<file path="config.mk">
export PLATFORM = sky130hd
export DESIGN_NAME = waveform_readout_flat
export DESIGN_NICKNAME = d
export VERILOG_FILES = /design/src/rtl/waveform_readout_if.sv /design/src/rtl/waveform_readout.sv /design/src/flat_wrapper.sv
export SDC_FILE = /design/constraint.sdc
export NUM_CORES = 1
export LEC_CHECK = 0
export BUFFER_PORTS_ARGS = -buffer_cell sky130_fd_sc_hd__buf_2
export CAP_MARGIN = 20
export CORE_ASPECT_RATIO = 1.1
export CORE_UTILIZATION = 55
export DETAILED_ROUTE_END_ITERATION = 12
export GPL_TIMING_DRIVEN = 0
export HOLD_SLACK_MARGIN = 0.06
export PLACE_DENSITY = 0.8
export REMOVE_ABC_BUFFERS = 1
export SKIP_LAST_GASP = 1
export SLEW_MARGIN = 10
export SYNTH_ARGS = -nofsm -noshare
export SYNTH_HDL_FRONTEND = slang
export SYNTH_SLANG_ARGS = --single-unit
</file>
<file path="constraint.sdc">
create_clock -name sys_clk -period 2.78 [get_ports sys_clk]
set_clock_uncertainty 0.2 [all_clocks]
set_input_delay 0.278 -clock sys_clk [delete_from_list [all_inputs] [get_ports sys_clk]]
set_output_delay 0.278 -clock sys_clk [all_outputs]
set_load 0.01 [all_outputs]
</file>
<file path="src/rtl/waveform_readout_if.sv">
// ---------------------------------------------------------------------------
// waveform_readout_if
// Byte stream from the waveform readout toward the Ethernet transmit path.
//   tx_data  [7:0] stream byte
//   tx_valid       tx_data is valid
//   tx_ready       downstream accepts the byte this cycle
//   tx_sop         first byte of a packet (qualified by tx_valid)
//   tx_eop         last byte of a packet (qualified by tx_valid)
// master: the byte producer (waveform_readout); slave: the packet transmitter.
// ---------------------------------------------------------------------------
interface waveform_readout_if;
  logic [7:0] tx_data;
  logic       tx_valid;
  logic       tx_ready;
  logic       tx_sop;
  logic       tx_eop;

  modport master (
    output tx_data,
    output tx_valid,
    output tx_sop,
    output tx_eop,
    input  tx_ready
  );

  modport slave (
    input  tx_data,
    input  tx_valid,
    input  tx_sop,
    input  tx_eop,
    output tx_ready
  );
endinterface

</file>
<file path="src/rtl/waveform_readout.sv">
// ---------------------------------------------------------------------------
// waveform_readout
// Decodes single-byte host commands into the ADC handler control word,
// freezes a captured waveform, walks SampleNum across the frozen record and
// serialises it as one framed packet:
//   0xAA, 0x55, WAVE_LEN[15:8], WAVE_LEN[7:0], then every sample big-endian.
// Ports:
//   sys_clk, reset_n       clock, asynchronous active-low reset
//   cmd_valid/cmd_byte     command byte from the host receiver
//   cmd_ready              high only while idle
//   adcControl[7:0]        [0] acquire, [1] trig source, [2] trig slope,
//                          [3] delay, [7:4] zero
//   SampleNum[15:0]        sample index presented to the ADC handler
//   waveSample[15:0]       sample returned by the handler
//   tx (master modport)    framed byte stream
//   busy                   readout in progress
// ---------------------------------------------------------------------------
module waveform_readout #(
  parameter int WAVE_LEN       = 1000,
  parameter int SAMPLE_LATENCY = 2,
  parameter int ARM_CYCLES     = 4
) (
  input  logic                sys_clk,
  input  logic                reset_n,
  input  logic                cmd_valid,
  input  logic [7:0]          cmd_byte,
  output logic                cmd_ready,
  output logic [7:0]          adcControl,
  output logic [15:0]         SampleNum,
  input  logic [15:0]         waveSample,
  waveform_readout_if.master  tx,
  output logic                busy
);

  typedef enum logic [2:0] {
    S_IDLE = 3'd0,
    S_ARM  = 3'd1,
    S_HDR  = 3'd2,
    S_WAIT = 3'd3,
    S_HI   = 3'd4,
    S_LO   = 3'd5,
    S_DONE = 3'd6
  } state_t;

  localparam logic [15:0] WAVE_LEN_W = 16'(WAVE_LEN);
  localparam logic [15:0] LAST_IDX   = 16'(WAVE_LEN - 1);
  localparam logic [7:0]  ARM_LAST   = 8'(ARM_CYCLES - 1);
  localparam logic [3:0]  LAT_LAST   = 4'(SAMPLE_LATENCY - 1);

  localparam logic [7:0] CMD_A  = 8'h41;
  localparam logic [7:0] CMD_TU = 8'h54;
  localparam logic [7:0] CMD_TL = 8'h74;
  localparam logic [7:0] CMD_SU = 8'h53;
  localparam logic [7:0] CMD_SL = 8'h73;
  localparam logic [7:0] CMD_DU = 8'h44;
  localparam logic [7:0] CMD_DL = 8'h64;

  // Header byte for a given position within the 4-byte packet header.
  function automatic logic [7:0] hdr_byte(input logic [1:0] idx);
    logic [7:0] b;
    case (idx)
      2'd0:    b = 8'hAA;
      2'd1:    b = 8'h55;
      2'd2:    b = WAVE_LEN_W[15:8];
      2'd3:    b = WAVE_LEN_W[7:0];
      default: b = 8'h00;
    endcase
    return b;
  endfunction

  state_t      state_q, state_d;
  logic [3:0]  ctrl_q, ctrl_d;          // adcControl[3:0]
  logic        busy_q, busy_d;
  logic        cmd_ready_q, cmd_ready_d;
  logic [15:0] samp_num_q, samp_num_d;
  logic [7:0]  arm_cnt_q, arm_cnt_d;
  logic [1:0]  hdr_idx_q, hdr_idx_d;
  logic [3:0]  lat_cnt_q, lat_cnt_d;
  logic [15:0] sample_q, sample_d;
  logic [7:0]  tx_data_q, tx_data_d;
  logic        tx_valid_q, tx_valid_d;
  logic        tx_sop_q, tx_sop_d;
  logic        tx_eop_q, tx_eop_d;

  logic cmd_acc_s;
  logic tx_hs_s;
  logic last_s;
  logic arm_done_s;
  logic lat_done_s;

  assign cmd_acc_s  = cmd_valid && cmd_ready_q;
  assign tx_hs_s    = tx_valid_q && tx.tx_ready;
  assign last_s     = (samp_num_q == LAST_IDX);
  assign arm_done_s = (arm_cnt_q == ARM_LAST);
  assign lat_done_s = (lat_cnt_q == LAT_LAST);

  // State register.
  always_ff @(posedge sys_clk or negedge reset_n) begin
    if (!reset_n) begin
      state_q <= S_IDLE;
    end else begin
      state_q <= state_d;
    end
  end

  // Next-state logic.
  always_comb begin
    state_d = state_q;
    case (state_q)
      S_IDLE: begin
        if (cmd_acc_s && (cmd_byte == CMD_A)) state_d = S_ARM;
        else                                  state_d = S_IDLE;
      end
      S_ARM: begin
        if (arm_done_s) state_d = S_HDR;
        else            state_d = S_ARM;
      end
      S_HDR: begin
        if (tx_hs_s && (hdr_idx_q == 2'd3)) state_d = S_WAIT;
        else                                state_d = S_HDR;
      end
      S_WAIT: begin
        if (lat_done_s) state_d = S_HI;
        else            state_d = S_WAIT;
      end
      S_HI: begin
        if (tx_hs_s) state_d = S_LO;
        else         state_d = S_HI;
      end
      S_LO: begin
        if (tx_hs_s) state_d = last_s ? S_DONE : S_WAIT;
        else         state_d = S_LO;
      end
      S_DONE:  state_d = S_IDLE;
      default: state_d = S_IDLE;
    endcase
  end

  // Output / datapath next values; every output is loaded one cycle ahead so
  // that it leaves the block straight from a flop.
  always_comb begin
    ctrl_d      = ctrl_q;
    busy_d      = busy_q;
    samp_num_d  = samp_num_q;
    arm_cnt_d   = arm_cnt_q;
    hdr_idx_d   = hdr_idx_q;
    lat_cnt_d   = lat_cnt_q;
    sample_d    = sample_q;
    tx_data_d   = tx_data_q;
    tx_valid_d  = tx_valid_q;
    tx_sop_d    = tx_sop_q;
    tx_eop_d    = tx_eop_q;
    cmd_ready_d = (state_d == S_IDLE);
    case (state_q)
      S_IDLE: begin
        if (cmd_acc_s) begin
          case (cmd_byte)
            CMD_TU: ctrl_d[1] = 1'b1;
            CMD_TL: ctrl_d[1] = 1'b0;
            CMD_SU: ctrl_d[2] = 1'b1;
            CMD_SL: ctrl_d[2] = 1'b0;
            CMD_DU: ctrl_d[3] = 1'b1;
            CMD_DL: ctrl_d[3] = 1'b0;
            CMD_A: begin
              ctrl_d[0]  = 1'b1;
              busy_d     = 1'b1;
              samp_num_d = 16'd0;
              arm_cnt_d  = 8'd0;
            end
            default: ctrl_d = ctrl_q;   // unknown byte: swallowed
          endcase
        end else begin
          ctrl_d = ctrl_q;
        end
      end
      S_ARM: begin
        arm_cnt_d = arm_cnt_q + 8'd1;
        // Header byte 0 is presented the cycle ARM ends.
        if (arm_done_s) begin
          tx_valid_d = 1'b1;
          tx_data_d  = hdr_byte(2'd0);
          tx_sop_d   = 1'b1;
          hdr_idx_d  = 2'd0;
        end else begin
          tx_valid_d = 1'b0;
        end
      end
      S_HDR: begin
        if (tx_hs_s) begin
          tx_sop_d = 1'b0;
          if (hdr_idx_q == 2'd3) begin
            tx_valid_d = 1'b0;
            lat_cnt_d  = 4'd0;
          end else begin
            hdr_idx_d = hdr_idx_q + 2'd1;
            tx_data_d = hdr_byte(hdr_idx_q + 2'd1);
          end
        end else begin
          tx_valid_d = 1'b1;
        end
      end
      S_WAIT: begin
        lat_cnt_d = lat_cnt_q + 4'd1;
        // SampleNum has been stable for SAMPLE_LATENCY cycles here.
        if (lat_done_s) begin
          sample_d   = waveSample;
          tx_data_d  = waveSample[15:8];
          tx_valid_d = 1'b1;
        end else begin
          tx_valid_d = 1'b0;
        end
      end
      S_HI: begin
        if (tx_hs_s) begin
          tx_data_d = sample_q[7:0];
          tx_eop_d  = last_s;
        end else begin
          tx_valid_d = 1'b1;
        end
      end
      S_LO: begin
        if (tx_hs_s) begin
          tx_valid_d = 1'b0;
          tx_eop_d   = 1'b0;
          if (!last_s) begin
            samp_num_d = samp_num_q + 16'd1;
            lat_cnt_d  = 4'd0;
          end else begin
            samp_num_d = samp_num_q;
          end
        end else begin
          tx_valid_d = 1'b1;
        end
      end
      S_DONE: begin
        ctrl_d[0] = 1'b0;
        busy_d    = 1'b0;
      end
      default: begin
        tx_valid_d = 1'b0;
      end
    endcase
  end

  // Datapath and output registers.
  always_ff @(posedge sys_clk or negedge reset_n) begin
    if (!reset_n) begin
      ctrl_q      <= 4'h0;
      busy_q      <= 1'b0;
      cmd_ready_q <= 1'b1;
      samp_num_q  <= 16'd0;
      arm_cnt_q   <= 8'd0;
      hdr_idx_q   <= 2'd0;
      lat_cnt_q   <= 4'd0;
      sample_q    <= 16'd0;
      tx_data_q   <= 8'h00;
      tx_valid_q  <= 1'b0;
      tx_sop_q    <= 1'b0;
      tx_eop_q    <= 1'b0;
    end else begin
      ctrl_q      <= ctrl_d;
      busy_q      <= busy_d;
      cmd_ready_q <= cmd_ready_d;
      samp_num_q  <= samp_num_d;
      arm_cnt_q   <= arm_cnt_d;
      hdr_idx_q   <= hdr_idx_d;
      lat_cnt_q   <= lat_cnt_d;
      sample_q    <= sample_d;
      tx_data_q   <= tx_data_d;
      tx_valid_q  <= tx_valid_d;
      tx_sop_q    <= tx_sop_d;
      tx_eop_q    <= tx_eop_d;
    end
  end

  assign cmd_ready   = cmd_ready_q;
  assign adcControl  = {4'b0000, ctrl_q};
  assign SampleNum   = samp_num_q;
  assign busy        = busy_q;
  assign tx.tx_data  = tx_data_q;
  assign tx.tx_valid = tx_valid_q;
  assign tx.tx_sop   = tx_sop_q;
  assign tx.tx_eop   = tx_eop_q;

endmodule

</file>
<file path="src/flat_wrapper.sv">
// flat-port wrapper written by rule: the top's interface ports become plain ports
module waveform_readout_flat 
#(
  parameter int WAVE_LEN       = 1000,
  parameter int SAMPLE_LATENCY = 2,
  parameter int ARM_CYCLES     = 4
)
  (sys_clk, reset_n, cmd_valid, cmd_byte, cmd_ready, adcControl, SampleNum, waveSample, busy, tx_tx_data, tx_tx_valid, tx_tx_sop, tx_tx_eop, tx_tx_ready);
  waveform_readout_if tx_i ();
  input  logic sys_clk;
  input  logic reset_n;
  input  logic cmd_valid;
  input  logic [7:0] cmd_byte;
  output logic cmd_ready;
  output logic [7:0] adcControl;
  output logic [15:0] SampleNum;
  input  logic [15:0] waveSample;
  output logic busy;
  output wire logic [$bits(tx_i.tx_data)-1:0] tx_tx_data;
  output wire logic [$bits(tx_i.tx_valid)-1:0] tx_tx_valid;
  output wire logic [$bits(tx_i.tx_sop)-1:0] tx_tx_sop;
  output wire logic [$bits(tx_i.tx_eop)-1:0] tx_tx_eop;
  input wire logic [$bits(tx_i.tx_ready)-1:0] tx_tx_ready;
  assign tx_tx_data = tx_i.tx_data;
  assign tx_tx_valid = tx_i.tx_valid;
  assign tx_tx_sop = tx_i.tx_sop;
  assign tx_tx_eop = tx_i.tx_eop;
  assign tx_i.tx_ready = tx_tx_ready;
  waveform_readout #(.WAVE_LEN(WAVE_LEN), .SAMPLE_LATENCY(SAMPLE_LATENCY), .ARM_CYCLES(ARM_CYCLES)) u_core (.sys_clk(sys_clk), .reset_n(reset_n), .cmd_valid(cmd_valid), .cmd_byte(cmd_byte), .cmd_ready(cmd_ready), .adcControl(adcControl), .SampleNum(SampleNum), .waveSample(waveSample), .tx(tx_i), .busy(busy));
endmodule
</file>
======== After elaboration in Yosys (flattened, before gate mapping) ========
Index checks and enable logic that the tools add are counted.
operators by class
  $add $sub $neg .......................... 4
  equal/unequal tests ..................... 32
  muxes and demuxes ....................... 52
  bitwise operators ....................... 1
  reductions and logical operators ........ 31
operator list
  kind                                                                      count
  16-bit 2-to-1 mux                                                         4
  8-bit one-hot mux with 4 select lines                                     2
  8-bit by 7-bit equality test with 1-bit output (second input constant)    7
  8-bit 2-to-1 mux                                                          7
  16-bit one-hot mux with 2 select lines                                    1
  3-bit AND reduction                                                       8
  3-bit one-hot mux with 6 select lines                                     1
  16-bit by 1-bit adder with 16-bit output (second input constant)          1
  16-bit by 10-bit equality test with 1-bit output (second input constant)  1
  4-bit 2-to-1 mux                                                          4
  2-bit by 1-bit inequality test with 1-bit output (second input constant)  8
  8-bit one-hot mux with 2 select lines                                     1
  2-bit nonzero test                                                        8
  1-bit 2-to-1 mux                                                          15
  1-bit one-hot mux with 2 select lines                                     7
  4-bit one-hot mux with 3 select lines                                     1
  5-bit AND reduction                                                       2
  3-bit equality test (second input constant)                               3
  3-bit 2-to-1 mux                                                          3
  8-bit by 1-bit adder with 8-bit output (second input constant)            1
  8-bit by 2-bit equality test with 1-bit output (second input constant)    1
  2-bit 2-to-1 mux                                                          4
  2-bit equality test (second input constant)                               3
  3-bit by 2-bit equality test with 1-bit output (second input constant)    2
  other kinds (19)                                                          25
storage, ports and cells
  flip-flop bits (word level) ............. 58
  bits of input ports ..................... 28
  output and inout port bits .............. 37
  word-level logic and storage cells ...... 136

======== Longest topological paths before layout ========
  depth in word-level cells ............... 6
  mapped depth ............................ 8
  depth with buffers taken out ............ 7

======== Least setup slack after synthesis ========
OpenSTA, ideal clock, no wires.
  path type ............................... register to register
  start ................................... register u_core.lat_cnt_q[1]
  end ..................................... register u_core.tx_data_q[5] (netlist: u_core.tx.tx_data[5])
  setup time .............................. 125 ps
  data arrival time ....................... 1762 ps
  data required time ...................... 2455 ps
  slack ................................... 693 ps
  stages on the path, launching flop included .. 8
  path buffers ............................ 1
  clock period less this slack ............ 2087 ps
  path through ............................ dfrtp_1 -> inv_1 -> ha_1 -> nor3b_1 -> a2bb2oi_1 -> nor2b_1 -> buf_4 -> mux2_2
between the ends
  cells in the longest elaborated chain, start to end .. 3
RTL lines
  item                                                               RTL line                 text
  start, declared                                                    waveform_readout.sv:78   logic [3:0] lat_cnt_q, lat_cnt_d;
  start signal, assigned                                             waveform_readout.sv:267  lat_cnt_q <= lat_cnt_d;
  4-bit by 1-bit equality test with 1-bit output                     waveform_readout.sv:95   assign lat_done_s = (lat_cnt_q == LAT_LAST);
  2-bit by 1-bit inequality test with 1-bit output (no source line)  -
  6-bit AND reduction (no source line)                               -
  end signal, assigned                                               waveform_readout.sv:269  tx_data_q <= tx_data_d;
  end, declared                                                      waveform_readout.sv:80   logic [7:0] tx_data_q, tx_data_d;
No other way between the ends.
A chain may end at the register's enable or synchronous reset.

======== Worst setup path after layout ========
  start ................................... register u_core.lat_cnt_q[1]
  end ..................................... register u_core.tx_data_q[1] (netlist: u_core.tx.tx_data[1])
Same word-level chain as after synthesis.

==> impl_metrics.xml <==
<?xml version="1.0" encoding="UTF-8"?>
<metrics>
  <group name="drt">
    <metric name="ant_nets" unit="">0</metric>
    <metric name="dr.pass1.iters" unit="">5</metric>
    <metric name="totalWireLength" unit="µm">7380</metric>
    <metric name="drc" unit="">0</metric>
    <metric name="drt_iter0_markers" unit="">158</metric>
    <metric name="vias" unit="">2833</metric>
    <metric name="vias_per_cell" unit="">5.98</metric>
    <metric name="detailed_route_wire_length_per_cell" unit="µm">15.6</metric>
  </group>
  <group name="outcome">
    <metric name="status" unit="">completed</metric>
  </group>
  <group name="floorplanning">
    <metric name="boundaryPins" unit="">65</metric>
    <metric name="floorplan.core_area" unit="µm²">5470</metric>
    <metric name="initial_utilization" unit="%">58.1</metric>
    <metric name="die_width" unit="µm">74.5</metric>
    <metric name="floorplan.die_area" unit="µm²">6080</metric>
    <metric name="chipHeight" unit="µm">81.7</metric>
    <metric name="num_rows" unit="">28</metric>
  </group>
  <group name="hold_path">
    <metric name="hp-start" unit="">cmd_byte[7]</metric>
    <metric name="worstHoldEndpoint" unit="">u_core.ctrl_q[3]$_DFFE_PN0P_</metric>
    <metric name="hold_class" unit="">input port to register</metric>
    <metric name="worstHoldPathCells" unit="">4</metric>
  </group>
  <group name="critical_path">
    <metric name="worstSetupEndpointType" unit="">register</metric>
    <metric name="setup.worst_path.class" unit="">register to register</metric>
    <metric name="timing.critical_path.cells" unit="">inv_1 -&gt; ha_1 -&gt; nor3b_1 -&gt; a2bb2oi_1 -&gt; nor2b_2 -&gt; mux2_1</metric>
    <metric name="crit_arrival" unit="ps">2590</metric>
    <metric name="worstReg2RegStart" unit="">u_core.lat_cnt_q[1]$_DFFE_PN0P_</metric>
    <metric name="critical_path.max_fanout" unit="">8</metric>
    <metric name="timing.rr.end" unit="">u_core.tx.tx_data[1]$_DFFE_PN0P_</metric>
    <metric name="setup.worst_path.start_class" unit="">register</metric>
    <metric name="crit_path_max_incr_delay" unit="ps">510</metric>
    <metric name="req_time_crit_path" unit="ps">2790</metric>
    <metric name="critical_path.slowest_cell" unit="">sky130_fd_sc_hd__nor3b_1</metric>
    <metric name="worst-r2r-cell-count" unit="">6</metric>
    <metric name="regToRegSetupSlack" unit="ps">210</metric>
  </group>
  <group name="cts">
    <metric name="cts_made_buffers" unit="">9</metric>
    <metric name="cts_num_sinks" unit="">57</metric>
    <metric name="h_tree_level_count" unit="">3</metric>
    <metric name="clock_tree_from_tritoncts" unit="">built</metric>
    <metric name="cts_root_buffer" unit="">sky130_fd_sc_hd__clkbuf_8</metric>
    <metric name="max-clock-path-buffers" unit="">2</metric>
    <metric name="clkTransAtPathRegs" unit="ps">70</metric>
    <metric name="clock_insertion_delay_worst_skew" unit="ps">340</metric>
  </group>
  <group name="place">
    <metric name="finalWeightedCongestion" unit="">0.808</metric>
    <metric name="placed_cells" unit="">444</metric>
    <metric name="place_ws" unit="ps">-106</metric>
    <metric name="place.detailed.hpwl" unit="µm">4740</metric>
    <metric name="io_buffers" unit="">60</metric>
  </group>
  <group name="synthesis">
    <metric name="ys_types" unit="">59</metric>
    <metric name="synthesis.area_per_instance" unit="µm²">9.80</metric>
    <metric name="synth_async_sr_flop_share" unit="%">100</metric>
    <metric name="synth_flop_cell" unit="">sky130_fd_sc_hd__dfrtp_1</metric>
    <metric name="proportion_of_synthesized_chip_area_in_sequential_cells" unit="%">44.9</metric>
    <metric name="number_of_instances_in_the_synthesized_netlist" unit="">324</metric>
    <metric name="synth-seq-cells" unit="">57</metric>
    <metric name="synth-edff-count" unit="">0</metric>
    <metric name="synthesis.yosys.warnings" unit="">0</metric>
    <metric name="synthesis.area" unit="µm²">3180</metric>
    <metric name="synth_top_area_share" unit="%">44.1</metric>
    <metric name="top_cells_by_area_synth" unit="">sky130_fd_sc_hd__dfrtp_1 (44%), sky130_fd_sc_hd__mux2_1 (5.3%), sky130_fd_sc_hd__nand2_1 (3.2%)</metric>
    <metric name="synth.largest_area_cell" unit="">sky130_fd_sc_hd__dfrtp_1</metric>
  </group>
  <group name="timing">
    <metric name="finalHoldWorstSlack" unit="ps">71.7</metric>
    <metric name="timing.final.max_slew_violations" unit="">0</metric>
    <metric name="max_fclk" unit="MHz">388</metric>
    <metric name="grt_setup_unrepaired" unit="">no</metric>
    <metric name="layout_min_cycle_time" unit="ps">2570</metric>
    <metric name="tightest_slew" unit="ps">725</metric>
    <metric name="max_slew_margin" unit="%">51.7</metric>
    <metric name="layout_setup_ws" unit="ps">206</metric>
    <metric name="final-hold-violation-count" unit="">0</metric>
    <metric name="final.setup.tns" unit="ps">0</metric>
    <metric name="fin_crit_sh" unit="%">92.6</metric>
    <metric name="finalSetupViolations" unit="">0</metric>
  </group>
  <group name="grt">
    <metric name="gr-usage-met2" unit="%">45.2</metric>
    <metric name="grt_first_pass_wirelength" unit="µm">12100</metric>
    <metric name="grt_util_met3" unit="%">6.13</metric>
    <metric name="grt_use_met1" unit="%">31.4</metric>
    <metric name="globalRoute.busiestLayer" unit="">met2</metric>
    <metric name="grt_pass1_vias" unit="">2730</metric>
    <metric name="maximum_number_of_pins_on_one_net_before_global_route_repair" unit="">58</metric>
    <metric name="antenna_found_initial" unit="">0</metric>
    <metric name="grt.total_usage" unit="%">26.3</metric>
    <metric name="grt.overflow.total" unit="">0</metric>
  </group>
  <group name="pwr">
    <metric name="net-switching-power" unit="µW">938</metric>
    <metric name="power_density" unit="nW/µm²">709</metric>
    <metric name="p_sw_share" unit="%">34.6</metric>
    <metric name="vdd_ir_drop_max" unit="V">0.000391</metric>
    <metric name="clock_power_share" unit="%">29.0</metric>
    <metric name="cell_internal_pwr" unit="µW">1780</metric>
    <metric name="power.leakage" unit="µW">0.00184</metric>
    <metric name="share_seq_of_total_power" unit="%">41.5</metric>
    <metric name="comb_power_share" unit="%">29.5</metric>
    <metric name="power" unit="µW">2710</metric>
  </group>
  <group name="cells_and_area">
    <metric name="layout.cells.non_filler" unit="">474</metric>
    <metric name="multi_input_comb_area" unit="µm²">1630</metric>
    <metric name="final_net_count" unit="">428</metric>
    <metric name="num_antenna_cells" unit="">0</metric>
    <metric name="final_layout_size_suffix_gt1_share" unit="%">24.3</metric>
    <metric name="syn_to_final_growth" unit="%">20.4</metric>
    <metric name="most-common-layout-cells" unit="">sky130_fd_sc_hd__buf_2 (59), sky130_fd_sc_hd__dfrtp_1 (55), sky130_fd_sc_hd__nand2_1 (27), sky130_fd_sc_hd__nor2_1 (21), sky130_fd_sc_hd__nand3_1 (20)</metric>
    <metric name="layout_commonest_cell" unit="">sky130_fd_sc_hd__buf_2</metric>
    <metric name="fill_cells" unit="">423</metric>
    <metric name="area.sequential" unit="µm²">1430</metric>
  </group>
  <group name="job">
    <metric name="drv.max_cap_violation_count" unit="">0</metric>
  </group>
</metrics>
==> worst max-delay path by stage <==
stage                                     from  cells past startpoint                                to  slack, ps
2_1_floorplan  u_core.lat_cnt_q[1]$_DFFE_PN0P_                      6  u_core.tx.tx_data[5]$_DFFE_PN0P_        460
3_3_place_gp       u_core.state_q[0]$_DFF_PN0_                      4  u_core.SampleNum[14]$_DFFE_PN0P_       -150
3_5_place_dp       u_core.state_q[0]$_DFF_PN0_                      4  u_core.SampleNum[15]$_DFFE_PN0P_       -110
4_1_cts            u_core.state_q[0]$_DFF_PN0_                      5   u_core.lat_cnt_q[0]$_DFFE_PN0P_        120
5_1_grt        u_core.lat_cnt_q[1]$_DFFE_PN0P_                      6  u_core.tx.tx_data[1]$_DFFE_PN0P_         50
6_report       u_core.lat_cnt_q[1]$_DFFE_PN0P_                      6  u_core.tx.tx_data[1]$_DFFE_PN0P_        210
==> flip-flops by register name (all words and copies together) (netlist names) <==
signal,cells
u_core.sample_q,8
u_core.tx.tx_valid,1
u_core.arm_cnt_q,8
u_core.SampleNum,16
u_core.cmd_ready,1
u_core.tx.tx_data,8
u_core.tx.tx_sop,1
u_core.tx.tx_eop,1
u_core.ctrl_q,4
u_core.lat_cnt_q,4
u_core.hdr_idx_q,2
u_core.state_q,3
==> synthesized netlist by cell type, types with 2 or more instances <==
cell type,n
sky130_fd_sc_hd__nand4_2,2
sky130_fd_sc_hd__nor3_4,2
sky130_fd_sc_hd__nor4bb_1,2
sky130_fd_sc_hd__nand3_1,20
sky130_fd_sc_hd__a32oi_1,3
sky130_fd_sc_hd__dfrtp_1,56
sky130_fd_sc_hd__clkbuf_1,3
sky130_fd_sc_hd__a221o_1,4
sky130_fd_sc_hd__o31ai_1,2
sky130_fd_sc_hd__nand4_1,7
sky130_fd_sc_hd__nand2_2,2
sky130_fd_sc_hd__a31oi_1,4
sky130_fd_sc_hd__a2bb2oi_1,2
sky130_fd_sc_hd__mux2_1,15
sky130_fd_sc_hd__o21ai_1,16
sky130_fd_sc_hd__nor2_2,2
sky130_fd_sc_hd__a211oi_1,2
sky130_fd_sc_hd__o41ai_1,2
sky130_fd_sc_hd__nor3b_1,2
sky130_fd_sc_hd__inv_1,8
sky130_fd_sc_hd__and2_1,4
sky130_fd_sc_hd__nand3b_1,3
sky130_fd_sc_hd__nor3_1,5
sky130_fd_sc_hd__a21oi_1,19
sky130_fd_sc_hd__and3_1,5
sky130_fd_sc_hd__o211a_1,2
sky130_fd_sc_hd__nor4_1,3
sky130_fd_sc_hd__buf_2,8
sky130_fd_sc_hd__buf_4,7
sky130_fd_sc_hd__a41oi_1,3
sky130_fd_sc_hd__nand2b_1,3
sky130_fd_sc_hd__a211o_1,2
sky130_fd_sc_hd__o21ai_0,11
sky130_fd_sc_hd__and3b_1,2
sky130_fd_sc_hd__mux2_2,2
sky130_fd_sc_hd__nand2_1,27
sky130_fd_sc_hd__ha_1,6
sky130_fd_sc_hd__nor2_1,22
sky130_fd_sc_hd__nor4b_2,2
sky130_fd_sc_hd__xor2_1,7
sky130_fd_sc_hd__nor2b_1,5
sky130_fd_sc_hd__mux2i_1,3
==> final cells by class <==
type                       instances  area share [%]
clock buffer                      13            4.15
clock inverter                     3            1.05
inverter                           9           0.883
multi-input combinational        243            42.7
sequential                        57            37.4
tap                               75            2.45
timing repair buffer              74            11.4
==> worst max-delay path: cells and delay by family (launching register included) <==
family,cells,cell delay (ps)
fa+ha+maj,1,120
compound gates,1,290
simple gates,2,980
mux,1,380
flops,1,410
buf+inv,1,70
==> what timing repair did <==
item	CTS	global route
endpoints found under the hold margin	68	0
pin swaps	0	1
hold buffers	12	0
resized for setup	2	2
endpoints found under the setup margin	15	6
setup buffers	0	2
==> stage by stage <==
| stage | util (%) | area [µm²] |
|---|---|---|
| global route | 70.0 | 3820 |
| floorplan | - | 3080 |
| finish | 70.0 | 3820 |
| detailed placement | 63.7 | 3480 |
| global placement | 63.6 | 3480 |
| CTS | 69.6 | 3800 |
==> cell families (layout without fill, tap and decap cells) <==
kind of cell / Yosys count / count (layout) / synth area share [%]
and+or+nand+nor: 126 / 126 / 23.1
DFF: 57 / 57 / 44.9
adders and majority gates: 6 / 6 / 2.36
buffers and inverters: 27 / 99 / 4.33
muxes: 20 / 20 / 6.97
AOI/OAI and AO/OA: 80 / 80 / 16.3
other: 1 / 4 / 0.118
xor gates and xnor gates: 7 / 7 / 1.93
==> power by group through the flow <==
stage / logic, µW / registers (µW) / clock network (µW)
2_1_floorplan: 525 / 1130 / 0
3_3_place_gp: 757 / 1130 / 0
3_5_place_dp: 767 / 1140 / 0
4_1_cts: 792 / 1120 / 795
5_1_grt: 889 / 1150 / 839
6_report: 801 / 1120 / 787
==> per-layer routing <==
layer,routed length [µm],part of all wire (%),vias to the layer above
li1,-,-,1328
met1,3070,42,1362
met2,3680,50,119
met3,441,6.0,24
met4,186,2.5,0
met5,0,0,-
Power figures use the tool's default switching activity.
